<file path="config.mk">
export PLATFORM = sky130hd
export DESIGN_NAME = sat_counter
export DESIGN_NICKNAME = d
export VERILOG_FILES = /design/src/rtl/count_sequence_checker_sat_counter.sv
export SDC_FILE = /design/constraint.sdc
export NUM_CORES = 1
export LEC_CHECK = 0
export CORE_AREA = 2 2 39 41
export DETAILED_ROUTE_END_ITERATION = 10
export DIE_AREA = 0 0 41 43
export PLACE_DENSITY_LB_ADDON = 0.25
export SYNTH_ARGS = -nofsm -noshare
export SYNTH_HDL_FRONTEND = slang
export SYNTH_SLANG_ARGS = --single-unit
</file>
<file path="constraint.sdc">
create_clock -name clk -period 1.25 [get_ports clk]
set_clock_uncertainty 0.05 [all_clocks]
set_input_delay 0.25 -clock clk [delete_from_list [all_inputs] [get_ports clk]]
set_output_delay 0.25 -clock clk [all_outputs]
set_load 0.02 [all_outputs]
</file>
<file path="src/rtl/count_sequence_checker_sat_counter.sv">
// Saturating tally with synchronous clear; clear takes priority over increment.
module sat_counter #(
    parameter int W = 8
) (
    input  logic         clk,
    input  logic         rst,
    input  logic         clr,
    input  logic         inc,
    output logic [W-1:0] q
);

    // NOTE: sequential state is written only with non-blocking assignments so
    // every register samples its inputs from the same clock edge.
    always_ff @(posedge clk) begin
        if (rst) begin
            q <= '0;
        end else if (clr) begin
            q <= '0;
        end else if (inc && (q != '1)) begin
            q <= q + 1'b1;
        end
    end

endmodule

</file>
==> results.md <==
- Achievable Freq: 0.750 GHz
- Largest register by flop count: q
- Final RePlAce weighted congestion: 0.766
- RSZ-0062 raised after global routing: yes
- Vias in the first global route: 388
- Syn_nets: 52
- Vias/cell: 5.20
- Startpoint types: register
- Gate Count Post-Synth: 47
- Multi-input logic area: 314 µm²
- Setup_tns: -83.0 ps
- Top Registers: q (8)
- Grt total ovfl: 0
- Synth Area in Adders: 0.0287
- Power per standard cell area: 752 nW/µm²
- Pre-CTS setup slack: -444 ps
- Final Setup Violations: 1
- Global-route wire length before repair: 1.78 mm
- Post-synth EDFFs: 0
- CTS tree: done
- Post-CTS setup buffers: 0
- Final worst path period need: 1330 ps
- Clk sinks: 8
- MaxCap Viol Count: 0
- Critical path class: reg -> reg
- Total Routing Usage GR: 0.153
- Core ar.: 1380 µm²
- Synth top cells by count: 8 x dfxtp_1, 6 x nand2_1, 4 x a21oi_1, 4 x mux2i_1
- Area grow syn2layout: 57.5%
- Count leader, synth: dfxtp_1
- Clk_lat worst skew: 250 ps
- Failing checks: setup timing
- Num CTS Buffers: 3
- Post-Synth Simple-Gate Area: 0.290
- XOR/XNOR share of the synthesized area: 0
- Syn. warnings: 0
- Share of the synthesized area in the top cell type: 0.368
- Post-detail-place hpwl: 794 µm
- Fin. max-slew vios: 0
- # H-tree levels: 1
- Top FF cell, synth: dfxtp_1
- Die height: 43 µm
- Via Count: 447
- Router iterations before antenna repair: 4
- Avg WL per Cell: 12.3 µm
- Buffers from clock root to sink, at most: 2
- # fillers: 131
- Clk slew on worst S/H paths: 60 ps
- Largest cells by area after synthesis: dfxtp_1 37%, mux2i_1 9.2%, a2111oi_4 6.3%
- Root Buffer: clkbuf_4
- Leakage: 0.273 nW
- Worst-path fanout max: 5
- Number of flip-flops in the largest register: 8
- Required time worst endpoint: 1350 ps
- Starting density of the core: 0.315
- Worst vdd ir: 0.592 mV
- # rows: 14
- Total Power: 0.516 mW
- Largest net degree at the start of global routing: 8
- Async SR Flop Fraction: 0
- Worst min path class: reg -> reg
- Min Hold Slack: 453 ps
- Crit. End Element: register
- Compound-Gate Fraction of Synth Area: 0.195
- Flops & latches, synth: 8
- DRC viols: 0
- Seq. cell area: 175 µm²
- Rel. slew slack: 0.804
- Netlist cell types: 21
- Initial antenna violation count: 0
- Die X: 41 µm
- Largest area contributor in the netlist: dfxtp_1
- Final worst path period share: 1.07
- Status: complete, but fails checks
- DIE AREA: 1760 µm²
- Final Hold Violating Endpoints: 0
- Routed Antenna Nets: 0
- Final WL: 1.06 mm
- Mapped Area: 435 µm²
- PnR worst setup slack: -83.0 ps
- Nets: 76
- Layout cells sized above 1: 0.500
- Drt initial violations: 4
- Mean Syn Cell Area: 9.26 µm²
- Largest family of logic cells by synthesized area: simple AND/OR/NAND/NOR gates
- Data arrival, critical path: 1430 ps
- Antenna diode count: 0
- Worst-margin pin slew: 293 ps
- # IOs: 12
- Port Buf Inserts: 11
- Post-synthesis sequential area ratio: 0.368
- Post-synthesis mux area share: 0.0920
repair_timing:
action,CTS,global route
gates resized for setup,18,15
endpoints found under the setup margin,13,14
hold buffers,0,0
gates cloned,0,0
pin swaps,2,3
area by class of cell:
type / instances / share of cell area
Multi-Input combinational cell: 37 / 0.458
Sequential cell: 8 / 0.255
Inverter: 1 / 0.00547
Tap cell: 16 / 0.0292
Timing Repair Buffer: 20 / 0.214
Clock buffer: 4 / 0.0383
worst max-delay path, cell delays in order, from the launching register on:
cell and delay (ps):
dfxtp_4 370, ha_4 150, nand3_2 90, or4_1 400
and3_1 170
cells by family (layout without fill, tap and decap cells):
group,Yosys count,count (layout)
AOI/OAI and AO/OA,10,10
buffers and inverters,2,25
DFF,8,8
muxes,4,4
and+or+nand+nor,22,22
adders and majority gates,1,1
per-layer routing:
layer | global-route usage | wire, µm | up-vias | part of all wire
met1 | 0.189 | 469 | 209 | 0.44
met2 | 0.219 | 523 | 8 | 0.49
met3 | 0.0942 | 55 | 2 | 0.052
met5 | 0 | 0 | - | 0
li1 | - | - | 228 | -
met4 | 0.0400 | 10 | 0 | 0.0094
path summary, 6_finish.rpt:
path	end	cells past startpoint	start	slack [ps]
worst max register to register	q[6]$_SDFFE_PP0P_	4	q[0]$_SDFFE_PP0P_	-80
worst max-delay path	q[6]$_SDFFE_PP0P_	4	q[0]$_SDFFE_PP0P_	-80
worst min-delay path	q[0]$_SDFFE_PP0P_	2	q[0]$_SDFFE_PP0P_	450
worst min register to register	q[0]$_SDFFE_PP0P_	2	q[0]$_SDFFE_PP0P_	450
power breakdown:
group | internal (mW) | switching, mW | leakage (nW)
sequential | 0.252 | 0.00348 | 0.0684
clock | 0.122 | 0.0908 | 0.0150
combinational | 0.0243 | 0.0221 | 0.189
total | 0.399 | 0.116 | 0.273
per-stage QoR:
stage,instances,instance area [µm²],utilization
5_1_grt,86,686,0.495
4_1_cts,86,688,0.497
2_1_floorplan,47,469,-
6_report,86,686,0.495
3_5_place_dp,82,659,0.476
3_3_place_gp,82,659,0.476
placed cells by master (no fill, tap or decap):
| cell | count |
|---|---|
| buf_4 | 9 |
| nand2_1 | 6 |
| clkbuf_2 | 6 |
| mux2i_1 | 4 |
| a21oi_1 | 4 |
| or3_1 | 3 |
| clkbuf_4 | 3 |
| dfxtp_4 | 3 |
| dfxtp_2 | 3 |
| and4_4 | 2 |
| and3_4 | 2 |
| a21boi_2 | 2 |
| nand4_1 | 2 |
| clkdlybuf4s50_1 | 2 |
| clkdlybuf4s15_1 | 2 |
| dfxtp_1 | 2 |
| nor2_2 | 1 |
| nand3_2 | 1 |
| nor4_1 | 1 |
| a21boi_4 | 1 |
| nand3_1 | 1 |
| inv_1 | 1 |
| o21ai_0 | 1 |
| or4_1 | 1 |
| and3_1 | 1 |
| a31oi_1 | 1 |
| a2111oi_4 | 1 |
| and3b_1 | 1 |
| ha_4 | 1 |
| clkbuf_1 | 1 |
| dlygate4sd2_1 | 1 |
(Power assumes the default switching activity.)
